==> config.mk <==
export PLATFORM = sky130hd
export DESIGN_NAME = rc4_key_search_ctrl_flat
export DESIGN_NICKNAME = d
export VERILOG_FILES = /design/src/rtl/rc4_key_search_ctrl_if.sv /design/src/rtl/rc4_key_search_ctrl.sv /design/src/flat_wrapper.sv
export SDC_FILE = /design/constraint.sdc
export NUM_CORES = 1
export LEC_CHECK = 0
export BUFFER_PORTS_ARGS = -buffer_cell sky130_fd_sc_hd__buf_2
export CAP_MARGIN = 10
export CORE_MARGIN = 2
export CORE_UTILIZATION = 54
export CTS_CLUSTER_DIAMETER = 30
export DETAILED_ROUTE_END_ITERATION = 16
export PLACE_DENSITY = 0.79
export SYNTH_ARGS = -nofsm -noshare
export SYNTH_HDL_FRONTEND = slang
export SYNTH_SLANG_ARGS = --single-unit
==> constraint.sdc <==
create_clock -name clk -period 2.5 [get_ports clk]
set_clock_uncertainty 0.2 [all_clocks]
set_input_delay 0.5 -clock clk [delete_from_list [all_inputs] [get_ports clk]]
set_output_delay 0.5 -clock clk [all_outputs]
set_load 0.05 [all_outputs]
==> src/rtl/rc4_key_search_ctrl_if.sv <==
// Engine handshake and S-memory owner select between the key-search sequencer
// and the init/KSA/decrypt engines.
interface rc4_key_search_ctrl_if;
    logic       init_start;
    logic       init_done;
    logic       ksa_start;
    logic       ksa_done;
    logic       dec_start;
    logic       dec_done;
    logic       dec_key_found;
    logic [1:0] s_mem_sel;

    modport master (
        output init_start, ksa_start, dec_start, s_mem_sel,
        input  init_done, ksa_done, dec_done, dec_key_found
    );

    modport slave (
        input  init_start, ksa_start, dec_start, s_mem_sel,
        output init_done, ksa_done, dec_done, dec_key_found
    );
endinterface

==> src/rtl/rc4_key_search_ctrl.sv <==
// RC4 brute-force key search sequencer: per candidate key runs S-init, KSA, then
// decrypt/validate, owning the S-memory select so only one engine writes at a time.
module rc4_key_search_ctrl #(
    parameter int unsigned          KEY_WIDTH = 24,
    parameter logic [KEY_WIDTH-1:0] KEY_START = '0,
    parameter logic [KEY_WIDTH-1:0] KEY_END   = 24'h3FFFFF
) (
    input  logic                    clk,
    input  logic                    reset_n,
    input  logic                    start_i,
    rc4_key_search_ctrl_if.master   eng,
    output logic [KEY_WIDTH-1:0]    secret_key_o,
    output logic                    busy_o,
    output logic                    key_found_o,
    output logic                    key_exhausted_o,
    output logic                    done_o
);

    typedef enum logic [3:0] {
        StIdle,
        StInitGo,
        StInitWait,
        StKsaGo,
        StKsaWait,
        StDecGo,
        StDecWait,
        StNextKey,
        StFinish
    } state_e;

    localparam logic [1:0] SelInit = 2'd0;
    localparam logic [1:0] SelKsa  = 2'd1;
    localparam logic [1:0] SelDec  = 2'd2;
    localparam logic [1:0] SelNone = 2'd3;

    state_e               state_q;
    logic [KEY_WIDTH-1:0] key_q;
    logic [1:0]           sel_q;
    logic                 init_start_q;
    logic                 ksa_start_q;
    logic                 dec_start_q;
    logic                 busy_q;
    logic                 found_q;
    logic                 exhausted_q;
    logic                 done_q;

    // Outputs are registered and loaded on the transition into each state, so
    // start pulses and the select line line up exactly with the state they belong to.
    always_ff @(posedge clk or negedge reset_n) begin
        if (!reset_n) begin
            state_q      <= StIdle;
            key_q        <= KEY_START;
            sel_q        <= SelNone;
            init_start_q <= 1'b0;
            ksa_start_q  <= 1'b0;
            dec_start_q  <= 1'b0;
            busy_q       <= 1'b0;
            found_q      <= 1'b0;
            exhausted_q  <= 1'b0;
            done_q       <= 1'b0;
        end else begin
            init_start_q <= 1'b0;
            ksa_start_q  <= 1'b0;
            dec_start_q  <= 1'b0;
            done_q       <= 1'b0;
            case (state_q)
                StIdle: begin
                    if (start_i) begin
                        state_q      <= StInitGo;
                        key_q        <= KEY_START;
                        found_q      <= 1'b0;
                        exhausted_q  <= 1'b0;
                        busy_q       <= 1'b1;
                        init_start_q <= 1'b1;
                        sel_q        <= SelInit;
                    end
                end
                StInitGo: state_q <= StInitWait;
                StInitWait: begin
                    if (eng.init_done) begin
                        state_q     <= StKsaGo;
                        ksa_start_q <= 1'b1;
                        sel_q       <= SelKsa;
                    end
                end
                StKsaGo: state_q <= StKsaWait;
                StKsaWait: begin
                    if (eng.ksa_done) begin
                        state_q     <= StDecGo;
                        dec_start_q <= 1'b1;
                        sel_q       <= SelDec;
                    end
                end
                StDecGo: state_q <= StDecWait;
                StDecWait: begin
                    if (eng.dec_done) begin
                        sel_q <= SelNone;
                        // A hit on the last key counts as success, not exhaustion.
                        if (eng.dec_key_found) begin
                            state_q <= StFinish;
                            found_q <= 1'b1;
                            done_q  <= 1'b1;
                        end else if (key_q == KEY_END) begin
                            state_q     <= StFinish;
                            exhausted_q <= 1'b1;
                            done_q      <= 1'b1;
                        end else begin
                            state_q <= StNextKey;
                        end
                    end
                end
                StNextKey: begin
                    state_q      <= StInitGo;
                    key_q        <= key_q + KEY_WIDTH'(1);
                    init_start_q <= 1'b1;
                    sel_q        <= SelInit;
                end
                StFinish: begin
                    state_q <= StIdle;
                    busy_q  <= 1'b0;
                end
                default: begin
                    state_q <= StIdle;
                    busy_q  <= 1'b0;
                    sel_q   <= SelNone;
                end
            endcase
        end
    end

    assign eng.init_start  = init_start_q;
    assign eng.ksa_start   = ksa_start_q;
    assign eng.dec_start   = dec_start_q;
    assign eng.s_mem_sel   = sel_q;
    assign secret_key_o    = key_q;
    assign busy_o          = busy_q;
    assign key_found_o     = found_q;
    assign key_exhausted_o = exhausted_q;
    assign done_o          = done_q;

endmodule

==> src/flat_wrapper.sv <==
// flat-port wrapper written by rule: the top's interface ports become plain ports
module rc4_key_search_ctrl_flat 
#(
    parameter int unsigned          KEY_WIDTH = 24,
    parameter logic [KEY_WIDTH-1:0] KEY_START = '0,
    parameter logic [KEY_WIDTH-1:0] KEY_END   = 24'h3FFFFF
)
  (clk, reset_n, start_i, secret_key_o, busy_o, key_found_o, key_exhausted_o, done_o, eng_init_start, eng_ksa_start, eng_dec_start, eng_s_mem_sel, eng_init_done, eng_ksa_done, eng_dec_done, eng_dec_key_found);
  rc4_key_search_ctrl_if eng_i ();
  input  logic clk;
  input  logic reset_n;
  input  logic start_i;
  output logic [KEY_WIDTH-1:0] secret_key_o;
  output logic busy_o;
  output logic key_found_o;
  output logic key_exhausted_o;
  output logic done_o;
  output wire logic [$bits(eng_i.init_start)-1:0] eng_init_start;
  output wire logic [$bits(eng_i.ksa_start)-1:0] eng_ksa_start;
  output wire logic [$bits(eng_i.dec_start)-1:0] eng_dec_start;
  output wire logic [$bits(eng_i.s_mem_sel)-1:0] eng_s_mem_sel;
  input wire logic [$bits(eng_i.init_done)-1:0] eng_init_done;
  input wire logic [$bits(eng_i.ksa_done)-1:0] eng_ksa_done;
  input wire logic [$bits(eng_i.dec_done)-1:0] eng_dec_done;
  input wire logic [$bits(eng_i.dec_key_found)-1:0] eng_dec_key_found;
  assign eng_init_start = eng_i.init_start;
  assign eng_ksa_start = eng_i.ksa_start;
  assign eng_dec_start = eng_i.dec_start;
  assign eng_s_mem_sel = eng_i.s_mem_sel;
  assign eng_i.init_done = eng_init_done;
  assign eng_i.ksa_done = eng_ksa_done;
  assign eng_i.dec_done = eng_dec_done;
  assign eng_i.dec_key_found = eng_dec_key_found;
  rc4_key_search_ctrl #(.KEY_WIDTH(KEY_WIDTH), .KEY_START(KEY_START), .KEY_END(KEY_END)) u_core (.clk(clk), .reset_n(reset_n), .start_i(start_i), .eng(eng_i), .secret_key_o(secret_key_o), .busy_o(busy_o), .key_found_o(key_found_o), .key_exhausted_o(key_exhausted_o), .done_o(done_o));
endmodule
**Word level (Yosys, flattened, before mapping)**

Index checks and enable logic that the tools add are counted.

- Bits in registers: 37
- Input bits: 7
- Output and inout port bits: 33
- Logic and storage cells: 74

- Add/sub/neg operators: 1
- Eq/ne operators: 16
- Mux-type cells: 34
- Bitwise gates (word level): 2
- Reduce and logical (&&, ||, !) cells: 11

Operators with widths:

| operator | number |
|---|---|
| one-hot mux 24 bit (2 select lines) | 1 |
| one-hot mux 4 bit (8 select lines) | 1 |
| adder 24 x 1 -> 24 bit (second input constant) | 1 |
| equality test 24 x 22 -> 1 bit (second input constant) | 1 |
| 2-to-1 mux 24 bit | 1 |
| 2-to-1 mux 4 bit | 6 |
| equality test 4 x 3 -> 1 bit (second input constant) | 4 |
| 2-to-1 mux 1 bit | 16 |
| != test 2 bit (second input constant) | 6 |
| one-hot mux 2 bit (6 select lines) | 1 |
| AND reduction 5 bit | 2 |
| equality test 4 x 2 -> 1 bit (second input constant) | 2 |
| 2-to-1 mux 2 bit | 4 |
| one-hot mux 1 bit (2 select lines) | 4 |
| AND reduction 4 bit | 2 |
| OR reduction 7 bit | 1 |
| equality test 4 x 1 -> 1 bit (second input constant) | 1 |
| equality test 4 bit (second input constant) | 1 |
| zero test 4 bit | 1 |
| AND reduction 2 bit | 2 |
| nonzero test 2 bit | 2 |
| OR reduction 4 bit | 1 |
| != test 2 x 1 -> 1 bit (second input constant) | 1 |
| inverter 1 bit | 2 |

**Logic depth before layout (Yosys ltp)**

- Word-level depth: 5
- Gate-level depth with buffers: 6
- Gate-level depth less buffers: 5

**Worst setup path before layout**

No wires, ideal clock.

- Kind: register to register
- Start point: register u_core.key_q[9] (netlist: u_core.secret_key_o[9])
- End point: register u_core.key_q[20] (netlist: u_core.secret_key_o[20])
- Library setup time: 0.146 ns
- Arrival time: 1.966 ns
- Required time: 2.154 ns
- Slack: 0.188 ns
- Stages on the path, launching flop included: 6
- Period minus slack after synthesis: 2.312 ns
- Cells stage by stage: dfrtp_1 -> nand4_2 -> or4_1 -> buf_2 -> o311ai_0 -> o31ai_1

- Cells in the longest elaborated chain, start to end: 2

Ends and longest elaborated chain:

| element | line | RTL |
|---|---|---|
| from (decl) | rc4_key_search_ctrl.sv:37 | `logic [KEY_WIDTH-1:0] key_q;` |
| from (signal assigned) | rc4_key_search_ctrl.sv:114 | `key_q <= key_q + KEY_WIDTH'(1);` |
| adder 24 x 1 -> 24 bit | rc4_key_search_ctrl.sv:114 |  |
| one-hot mux 24 bit (2 select lines) | rc4_key_search_ctrl.sv:66 | `case (state_q)` |

Every way passes these cells.
A chain may end at the register's enable or synchronous reset.

**Worst setup path in the final report**

- Start point: register u_core.key_q[2] (netlist: u_core.secret_key_o[2])
- End point: register u_core.state_q[1]

- Cells in the longest elaborated chain, start to end: 5

Ends and longest elaborated chain:

| element | line | RTL |
|---|---|---|
| equality test 24 x 22 -> 1 bit | rc4_key_search_ctrl.sv:103 | `end else if (key_q == KEY_END) begin` |
| 2-to-1 mux 4 bit | rc4_key_search_ctrl.sv:103 |  |
| 2-to-1 mux 4 bit | rc4_key_search_ctrl.sv:99 | `if (eng.dec_key_found) begin` |
| 2-to-1 mux 4 bit | rc4_key_search_ctrl.sv:96 | `if (eng.dec_done) begin` |
| one-hot mux 4 bit (8 select lines) | rc4_key_search_ctrl.sv:66 |  |
| to (signal assigned) | rc4_key_search_ctrl.sv:69 | `state_q <= StInitGo;` |
| to (signal assigned) | rc4_key_search_ctrl.sv:100 | `state_q <= StFinish;` |
| to (signal assigned) | rc4_key_search_ctrl.sv:104 | `state_q <= StFinish;` |
| to (decl) | rc4_key_search_ctrl.sv:36 | `state_e state_q;` |

Every way passes these cells. The select of a mux whose other input is x is not followed.

==> metrics.csv <==
metric,value,unit
final.min_clock_period,2110,ps
synth.most_common_cell,sky130_fd_sc_hd__dfrtp_1,
vias_in_the_first_global_route,1659,
globalplace.congestion,0.829,
wl_per_cell,15.1,microns
ff_latch_area,928,sq um
track_usage,0.249,
placeableCoreArea,3390,sq um
tritoncts_num_sinks,37,
cts_setup_buffers,0,
worst_setup_path_end_kind,flop,
drc,0,
use_met2,0.372,
timing.hold.worst.class,input port to async pin,
total_power,2.10,mW
tritoncts.num_buffers,5,
pin_slew_with_the_least_headroom_to_its_limit,825,ps
worst_setup_hold_path_clk_slew,120,ps
routed_via_count_divided_by_cell_count,6.05,
busiest_layer,met2,
fp.dieArea,4070,sq um
rsz0062_at_grt,false,
critical_path.max_fanout,8,
synth_nets,210,
clock_tree.root_cell,sky130_fd_sc_hd__clkbuf_4,
whs,35.4,ps
fin_max_slew_vios,0,
dieWidth,63.8,microns
worst-r2r-cell-count,4,
fill_cells,294,
postLayoutCellArea,2270,sq um
initial_core_utilization,0.570,
worst_ep_required_time,2510,ps
clk_latency,350,ps
dp_hpwl,3150,microns
yosysWarnings,0,
grt_first_pass_wirelength,8050,microns
synth_common_cells,"sky130_fd_sc_hd__dfrtp_1, sky130_fd_sc_hd__nand2_1, sky130_fd_sc_hd__o21ai_0",
post_route_cells_drive_above_1_share,0.230,
fmax,475,MHz
drv_cap,0,
flow.area_growth_from_synthesis,17.3,%
initial_antenna_violation_count,0,
yosysTopAreaCellShare,0.453,
final_core_utilization,0.669,
die-height,63.8,microns
synth_area,1930,sq um
cts_buffer_depth,2,
cp_data_arrival_time,2120,ps
route.vias.total,1778,
setup_viol,0,
synth.avg_cell_area,9.57,sq um
groute.layer.met3.usage,0.0546,
max-slew-margin-rel,0.450,
tritoncts,done,
multiInputGateArea,942,sq um
numPortBuffers,39,
h-tree-depth,2,
fin_nets,255,
postRouteAntennaNets,0,
synth_edf_count,0,
setup-tns-final,0,ps
commonest_register_cell_after_synthesis,sky130_fd_sc_hd__dfrtp_1,
p_leak,1.06,nW
wl,4440,microns
synth_sequential_area_ratio,0.480,
diodes,0,
cellPowerDensity,927,nW/um^2
synth-async-reset-ratio,1.00,
io-pin-count,40,
first_iteration_detailed_routing_drc_count,183,
layout_worst_path_cycle_share,0.842,
cts_hold_repair.buffers,0,
cts-resized-gates,0,
met1_usage,0.368,
vdd.ir_drop.worst,0.693,mV
outcome,"complete, no violations",
grt_start_max_net_pins,38,
count_of_mapped_cells_out_of_synthesis,202,
drt_pre_antenna_iters,5,
cp-start-kind,flop,
yosys.area.top_type,sky130_fd_sc_hd__dfrtp_1,
placementRows,21,
dpl_cell_area,2210,sq um
synth.lib_cells_used.distinct,44,
netlist_top_cells_area,"sky130_fd_sc_hd__dfrtp_1, sky130_fd_sc_hd__nand2_1, sky130_fd_sc_hd__mux2i_1, sky130_fd_sc_hd__o21ai_0, sky130_fd_sc_hd__nand4_1",
ys_ff_latch,37,
crit_type,flop to flop,
grt-ovfl-total,0,
timing.final.hold_violations,0,
[final cells by class]
type	instances	share of cell area
Tap cell	46	0.0254
Clock buffer	8	0.0259
Sequential cell	37	0.409
Multi-Input combinational cell	149	0.415
Timing Repair Buffer	47	0.113
Inverter	7	0.0116
[flip-flops by register name, indices dropped and copies added, names as in the netlist]
signal / count
u_core.secret_key_o: 24
u_core.state_q: 4
u_core.eng.s_mem_sel: 2
u_core.busy_o: 1
u_core.done_o: 1
u_core.eng.dec_start: 1
u_core.eng.init_start: 1
u_core.eng.ksa_start: 1
u_core.key_exhausted_o: 1
u_core.key_found_o: 1
[report_power, final]
part           leakage (nW)  switching, mW  total [mW]  internal [mW]
Clock                0.0326          0.199       0.338          0.139
Combinational         0.536          0.644       0.946          0.302
Sequential            0.492          0.100       0.819          0.718
Total                  1.06          0.943        2.10           1.16
[through the flow]
| stage | worst slack [ps] | cells |
|---|---|---|
| global route | 153 | 294 |
| floorplan | 188 | 202 |
| detailed placement | 421 | 286 |
| CTS | 389 | 294 |
| global placement | 449 | 286 |
| finish | 395 | 294 |
[placed cells by master, fill, tap and decap left out, drive strengths merged, types with 4 or more instances in the layout]
| master | Yosys | routed |
|---|---|---|
| buf | 2 | 47 |
| dfrtp | 35 | 35 |
| nand2 | 27 | 27 |
| o21ai | 13 | 13 |
| nor2 | 10 | 10 |
| nand4 | 10 | 10 |
| nor3 | 9 | 9 |
| nand3 | 8 | 8 |
| mux2i | 8 | 8 |
| clkbuf | 7 | 8 |
| inv | 7 | 7 |
| o211ai | 6 | 6 |
| o31ai | 6 | 6 |
| xor2 | 4 | 4 |
| a31oi | 4 | 4 |
| and2 | 4 | 4 |
[worst max-delay path, stage by stage, from the launching register on]
cell	delay, ps
sky130_fd_sc_hd__dfrtp_1	470
sky130_fd_sc_hd__nand4_1	150
sky130_fd_sc_hd__or4_1	650
sky130_fd_sc_hd__o21ai_0	340
sky130_fd_sc_hd__a41oi_1	150
[metal layers]
metal | part of all wire | up-vias
li1 | - | 858
met1 | 0.48 | 864
met2 | 0.46 | 50
met3 | 0.054 | 6
met4 | 0.0086 | 0
met5 | 0 | -
[logic make-up after synthesis]
family                   after synthesis  share of synthesized area
AND/OR/NAND/NOR                       87                      0.240
AO/OA/AOI/OAI                         48                      0.170
flip-flops                            37                      0.480
buffers and inverters                 16                     0.0324
multiplexers                           9                     0.0531
XOR/XNOR                               4                     0.0181
adder cells (fa/ha/maj)                1                    0.00647
[final timing paths]
kind / start / end / slack [ps]
worst min register to register: u_core.secret_key_o[19] / u_core.secret_key_o[19] / 330
worst min-delay path: reset_n / u_core.secret_key_o[2] / 40
worst max-delay path: u_core.secret_key_o[2] / u_core.state_q[1] / 390
max in group asynchronous: reset_n / u_core.eng.dec_start / 1540
worst max register to register: u_core.secret_key_o[2] / u_core.state_q[1] / 390
min in group clk: eng_init_done / u_core.eng.ksa_start / 220
Power figures use the tool's default switching activity.
